[src/rtl/rrf_alloc_ctrl_if.sv]
// Decode-slot allocation bus: two map requests plus stall in, two grants/tags/errors out.
// The master is decode and the slave is the allocator; grants are combinational (zero latency).
interface rrf_alloc_ctrl_if #(
  parameter int TAG_W = 3
);
  logic             map_en_A;
  logic             map_en_B;
  logic             stall;
  logic             grant_A;
  logic             grant_B;
  logic [TAG_W-1:0] tag_A;
  logic [TAG_W-1:0] tag_B;
  logic             errorA;
  logic             errorB;

  modport master (
    output map_en_A, map_en_B, stall,
    input  grant_A, grant_B, tag_A, tag_B, errorA, errorB
  );

  modport slave (
    input  map_en_A, map_en_B, stall,
    output grant_A, grant_B, tag_A, tag_B, errorA, errorB
  );
endinterface

[src/rtl/rrf_alloc_ctrl.sv]
// In-order circular RRF allocator. Grants and tags are zero-latency; state updates on the next edge.
// Stall holds allocation so the same tags are re-offered; retire and flush still apply under stall.
module rrf_alloc_ctrl #(
  parameter int RRF_DEPTH = 8,
  parameter int TAG_W     = 3
) (
  input  logic             clk,
  input  logic             rst,
  rrf_alloc_ctrl_if.slave  alloc,
  input  logic             retire_en_A,
  input  logic             retire_en_B,
  input  logic             flush,
  output logic [TAG_W:0]   free_count,
  output logic             full,
  output logic             empty,
  output logic             retire_err
);

  localparam logic [TAG_W:0] DEPTH_C = (TAG_W+1)'(RRF_DEPTH);

  logic [TAG_W-1:0] head_q;
  logic [TAG_W-1:0] tail_q;
  logic [TAG_W:0]   occ_q;
  logic             retire_err_q;

  logic [TAG_W:0]   free;
  logic [TAG_W:0]   need_b;
  logic [TAG_W:0]   nalloc;
  logic [TAG_W:0]   alloc_cnt;
  logic [TAG_W:0]   nret_req;
  logic [TAG_W:0]   nret;
  logic             over_retire;
  logic             orphan_b;
  logic             commit;
  logic [TAG_W-1:0] head_next;

  always_comb begin
    free = DEPTH_C - occ_q;
    need_b = alloc.grant_A ? (TAG_W+1)'(2) : (TAG_W+1)'(1);

    alloc.grant_A = alloc.map_en_A & (free != '0);
    alloc.errorA  = alloc.map_en_A & ~alloc.grant_A;
    // B is younger: it can never be granted past a refused A
    alloc.grant_B = alloc.map_en_B & ~alloc.errorA & (free >= need_b);
    alloc.errorB  = alloc.map_en_B & ~alloc.grant_B;

    alloc.tag_A = tail_q;
    alloc.tag_B = tail_q + TAG_W'(alloc.grant_A);
  end

  always_comb begin
    nalloc    = (TAG_W+1)'(alloc.grant_A) + (TAG_W+1)'(alloc.grant_B);
    commit    = ~alloc.stall & ~flush;
    alloc_cnt = commit ? nalloc : '0;

    nret_req    = (TAG_W+1)'(retire_en_A) + (TAG_W+1)'(retire_en_A & retire_en_B);
    orphan_b    = retire_en_B & ~retire_en_A;
    over_retire = nret_req > occ_q;
    nret        = over_retire ? occ_q : nret_req;
    head_next   = head_q + TAG_W'(nret);
  end

  always_ff @(posedge clk) begin
    if (rst) begin
      head_q       <= '0;
      tail_q       <= '0;
      occ_q        <= '0;
      retire_err_q <= 1'b0;
    end else begin
      head_q <= head_next;
      if (orphan_b | over_retire)
        retire_err_q <= 1'b1;
      if (flush) begin
        // everything between the post-retire head and tail is discarded
        tail_q <= head_next;
        occ_q  <= '0;
      end else begin
        tail_q <= tail_q + TAG_W'(alloc_cnt);
        occ_q  <= occ_q + alloc_cnt - nret;
      end
    end
  end

  assign free_count = free;
  assign full       = (occ_q == DEPTH_C);
  assign empty      = (occ_q == '0);
  assign retire_err = retire_err_q;

endmodule

[src/flat_wrapper.sv]
// flat-port wrapper written by rule: the top's interface ports become plain ports
module rrf_alloc_ctrl_flat 
#(
  parameter int RRF_DEPTH = 8,
  parameter int TAG_W     = 3
)
  (clk, rst, retire_en_A, retire_en_B, flush, free_count, full, empty, retire_err, alloc_map_en_A, alloc_map_en_B, alloc_stall, alloc_grant_A, alloc_grant_B, alloc_tag_A, alloc_tag_B, alloc_errorA, alloc_errorB);
  rrf_alloc_ctrl_if #(.TAG_W(TAG_W)) alloc_i ();
  input  logic clk;
  input  logic rst;
  input  logic retire_en_A;
  input  logic retire_en_B;
  input  logic flush;
  output logic [TAG_W:0] free_count;
  output logic full;
  output logic empty;
  output logic retire_err;
  input wire logic [$bits(alloc_i.map_en_A)-1:0] alloc_map_en_A;
  input wire logic [$bits(alloc_i.map_en_B)-1:0] alloc_map_en_B;
  input wire logic [$bits(alloc_i.stall)-1:0] alloc_stall;
  output wire logic [$bits(alloc_i.grant_A)-1:0] alloc_grant_A;
  output wire logic [$bits(alloc_i.grant_B)-1:0] alloc_grant_B;
  output wire logic [$bits(alloc_i.tag_A)-1:0] alloc_tag_A;
  output wire logic [$bits(alloc_i.tag_B)-1:0] alloc_tag_B;
  output wire logic [$bits(alloc_i.errorA)-1:0] alloc_errorA;
  output wire logic [$bits(alloc_i.errorB)-1:0] alloc_errorB;
  assign alloc_i.map_en_A = alloc_map_en_A;
  assign alloc_i.map_en_B = alloc_map_en_B;
  assign alloc_i.stall = alloc_stall;
  assign alloc_grant_A = alloc_i.grant_A;
  assign alloc_grant_B = alloc_i.grant_B;
  assign alloc_tag_A = alloc_i.tag_A;
  assign alloc_tag_B = alloc_i.tag_B;
  assign alloc_errorA = alloc_i.errorA;
  assign alloc_errorB = alloc_i.errorB;
  rrf_alloc_ctrl #(.RRF_DEPTH(RRF_DEPTH), .TAG_W(TAG_W)) u_core (.clk(clk), .rst(rst), .alloc(alloc_i), .retire_en_A(retire_en_A), .retire_en_B(retire_en_B), .flush(flush), .free_count(free_count), .full(full), .empty(empty), .retire_err(retire_err));
endmodule
[config.mk]
export PLATFORM = sky130hd
export DESIGN_NAME = rrf_alloc_ctrl_flat
export DESIGN_NICKNAME = d
export VERILOG_FILES = /design/src/rtl/rrf_alloc_ctrl_if.sv /design/src/rtl/rrf_alloc_ctrl.sv /design/src/flat_wrapper.sv
export SDC_FILE = /design/constraint.sdc
export NUM_CORES = 1
export LEC_CHECK = 0
export CORE_MARGIN = 1.5
export CORE_UTILIZATION = 30
export CTS_BUF_LIST = sky130_fd_sc_hd__clkbuf_2
export CTS_CLUSTER_DIAMETER = 200
export DETAILED_ROUTE_END_ITERATION = 12
export DONT_BUFFER_PORTS = 1
export PLACE_DENSITY = 0.48
export SYNTH_ARGS = -nofsm -noshare
export SYNTH_HDL_FRONTEND = slang
export SYNTH_SLANG_ARGS = --single-unit
export TNS_END_PERCENT = 1
[constraint.sdc]
create_clock -name clk -period 4.5 [get_ports clk]
set_input_delay 0.225 -clock clk [delete_from_list [all_inputs] [get_ports clk]]
set_output_delay 0.225 -clock clk [all_outputs]
set_load 0.01 [all_outputs]
==> results by group <==
STA
  • Setup skew after layout: between 0.01 and 0.015 ns
  • Final worst path period need: 4.16 ns
  • Aggregate negative setup slack: 0 ns
  • Final slew viol count: 0
  • Setup repair after global routing missed its margin: false
  • Max transition margin: a little over two thirds
  • Endpoints failing setup: 0
  • Worst hold slack: 0.0224 ns
  • Achievable Freq: ~0.24 GHz
  • Final hold violation count: 0
  • Final cycle utilization of the critical path: a little over 90%
  • Worst-Margin Slew: 0.428 ns

Critical path
  • Worst reg2reg startpoint: u_core.occ_q[1]
  • Startpoint type of the worst setup path: register
  • Setup slack of the worst register-to-register path: between 0.3 and 0.4 ns
  • Worst setup path category: register to register
  • CP Data Required Time: between 4 and 5 ns
  • Arrival time at the worst endpoint: approximately 4.3 ns
  • Count of cells along the worst register-to-register path: 19
  • Worst Setup End Kind: register
  • CP Max Fanout: 5
  • FF-to-FF End: u_core.occ_q[3]

Yosys
  • Top_reg_cell synth: dfxtp_1
  • Synthesized Nets: about 130
  • Post-synth top cells: 18 x ha_1, 11 x dfxtp_1, 10 x inv_1
  • Async S/R FF share, synth: 0%
  • Average instance area after synthesis: 9.31 um^2
  • Most used standard cell by instance count after synthesis: ha_1
  • Sequential fraction of the synthesis area: 23.0%
  • Most area-consuming cells after synthesis: ha_1 23%, dfxtp_1 23%, xnor2_1 5.5%
  • Number of register bits inferred by synthesis: 11
  • Cell taking the most area after synthesis: ha_1
  • Synthesized instance count: just over 100
  • Portion of synthesized cell area occupied by the leading cell type: a little under a quarter
  • Yosys warnings: 0
  • Number of enable-type register cells in the synthesized netlist: 0
  • Area of the mapped netlist: approximately 960 um^2
  • Number of distinct library cell variants in the gate-level netlist after synthesis: 31

Cells and area
  • # diodes: 0
  • Nets: 138
  • Synthesis-to-finish area growth: 11.2%
  • Final cell count without fillers: 153
  • Final-layout fill cell count: about 320
  • Multi-input logic area: a little under 700 um^2
  • Footprint of the flip-flops and latches: approximately 220 um^2
  • Fraction of final layout cells with drive strength greater than 1: between 7 and 8%

Power and ir drop
  • Leakage power total: around 0.49 nW
  • Reg power frac: 24.0%
  • Internal power summed over all cells: between 0.3 and 0.4 mW
  • Total net switching power: ~0.34 mW
  • Portion of total power attributed to the clock network: 8.3%
  • Switching Share: between 40 and 50%
  • Total power consumption of the routed design: between 0.7 and 0.8 mW
  • Total power divided by cell area: between 600 and 700 mW/mm^2
  • Maximum vdd drop: 0.110 mV
  • Combinational fraction of design power: around two thirds

Placement
  • HPWL reported at the end of detailed placement: 1.57 mm
  • DP Cell Count: 145
  • Count of buffers from port buffering: 0
  • RePlAce Congestion: about 0.74

Status
  • Run status: finished, final reports clean

Routing
  • Via count: 720
  • Iteration-0 DRC count of the detailed router: 18
  • DRC violation count after routing: 0
  • Post-Route WL: 1.97 mm
  • Post-DR wirelength/cell: 12.9 um
  • First-pass detailed-route iteration total: 2
  • Antenna violation net count after detailed routing: 0
  • Via/cell ratio: 4.71

Clock tree
  • Root buffer cell: clkbuf_2
  • Post-CTS setup-driven buffer insertion count: 0
  • Number of buffers created by CTS: 3
  • CTS clk-pin slew, worst paths: about 0.11 ns
  • Clock buffer depth: 2
  • Clock Sink Count: 11
  • H-Tree Level Count: 1
  • CTS tree: done
  • Clk_lat worst skew: about 0.27 ns

Min path
  • Hold Path Cell Cnt: 1
  • Hold/Removal Path Class: input port to register
  • Hold wc startpoint: flush
  • Endpoint, Worst Hold: u_core.occ_q[2]

GRT
  • Number of antenna violations at the first check in global routing: 0
  • Met3 usage in global routing: 0.873%
  • Met2 global-route usage: ~20%
  • Wire length of the first global-routing pass: 2.99 mm
  • Most congested layer reported by global routing: met2
  • GRT Overall Usage: approximately an eighth
  • Maximum number of pins on one net before global-route repair: 13
  • Met1 track demand over resource in global routing: around 14%
  • Via count of the first global-routing pass: roughly 680
  • Total grt overflow: 0

Floorplanning
  • Boundary pin count: 25
  • Effective utilization at floorplan: between 30% and 40%
  • Core area: about 0.0031 mm^2
  • Die Area: approximately 0.0035 mm^2
  • Chip width: around 60 um
  • Die Y: 59.5 um
  • Number of rows in the core area: 20

Flow run
  • Max-capacitance violation count: 0
[registers in the layout, summed over array words and instances (netlist names)]
name,flops
u_core.retire_err,1
u_core.occ_q,4
u_core.alloc.tag_A,3
u_core.head_q,3
[power groups by stage]
stage | logic, mW | clock network [mW] | registers [mW]
floorplan | 0.409 | 0 | 0.167
global placement | 0.480 | 0 | 0.175
detailed placement | 0.485 | 0 | 0.176
CTS | 0.490 | 0.0623 | 0.173
global route | 0.544 | 0.0677 | 0.179
finish | 0.486 | 0.0600 | 0.172
[cell usage in the layout, fill, tap and decap left out, types with 3 or more instances in the layout]
| cell | n |
|---|---|
| nor2_1 | 5 |
| inv_1 | 10 |
| nor3_1 | 3 |
| nor3b_1 | 4 |
| xnor2_1 | 6 |
| nor4bb_1 | 3 |
| clkbuf_2 | 4 |
| ha_1 | 18 |
| dfxtp_1 | 11 |
| mux2i_1 | 4 |
| a21oi_1 | 5 |
| dlygate4sd3_1 | 4 |
| and2_1 | 4 |
| xor2_1 | 4 |
| nand2_1 | 4 |
[worst max-delay path: stages, from the launching register on]
cell	delay, ns
dfxtp_1	0.44
inv_1	0.10
ha_1	0.23
nor2b_1	0.17
nand2_1	0.08
nand2_1	0.08
ha_1	0.28
nand2b_1	0.15
a2111oi_0	0.45
a21oi_1	0.10
o21a_1	0.24
ha_1	0.21
nor3b_2	0.18
xor2_1	0.14
ha_1	0.33
ha_1	0.31
a21o_1	0.18
a21oi_1	0.19
xnor2_1	0.14
nor3_1	0.05
[worst max-delay path by stage]
stage	start	end	slack, ns	depth (start not counted)
3_5_place_dp	u_core.occ_q[1]	u_core.occ_q[3]	0.36	19
5_1_grt	u_core.occ_q[1]	u_core.occ_q[3]	0.08	19
4_1_cts	u_core.occ_q[1]	u_core.occ_q[3]	0.34	19
6_report	u_core.occ_q[1]	u_core.occ_q[3]	0.34	19
2_1_floorplan	u_core.occ_q[0]	u_core.occ_q[3]	0.67	19
3_3_place_gp	u_core.occ_q[1]	u_core.occ_q[3]	0.44	19
[final cells by class]
type	instances	area share, %
Tap cell	44	5.16
Inverter	10	3.52
Timing Repair Buffer	5	4.46
Sequential cell	11	20.7
Multi-Input combinational cell	79	64.3
Clock buffer	4	1.88
[metrics by stage]
| stage | utilization, % | worst slack (ns) | cell area (um^2) |
|---|---|---|---|
| detailed placement | 33.0 | 0.364 | 1010 |
| floorplan | - | 0.671 | 958 |
| finish | 34.9 | 0.336 | 1070 |
| CTS | 33.9 | 0.335 | 1040 |
| global route | 34.9 | 0.0831 | 1070 |
| global placement | 33.0 | 0.439 | 1010 |
[per-layer routing]
layer	vias up	part of all wire (%)	wire (um)
met1	330	45	877
met4	0	2.3	46
li1	371	-	-
met3	4	3.2	63
met2	15	50	981
met5	-	0	0
[kinds of logic after synthesis]
logic type,share of synthesized area [%]
XOR/XNOR,9.14
adder cells (fa/ha/maj),27.7
AND/OR/NAND/NOR,20.8
buffers and inverters,5.48
flip-flops,23.0
multiplexers,4.18
AO/OA/AOI/OAI,9.79
[timing repair]
action                    CTS  global route
resized for setup           0             0
hold endpoints to repair    5             4
hold buffers                1             3
No activity file was read; power rests on OpenSTA's default activity.
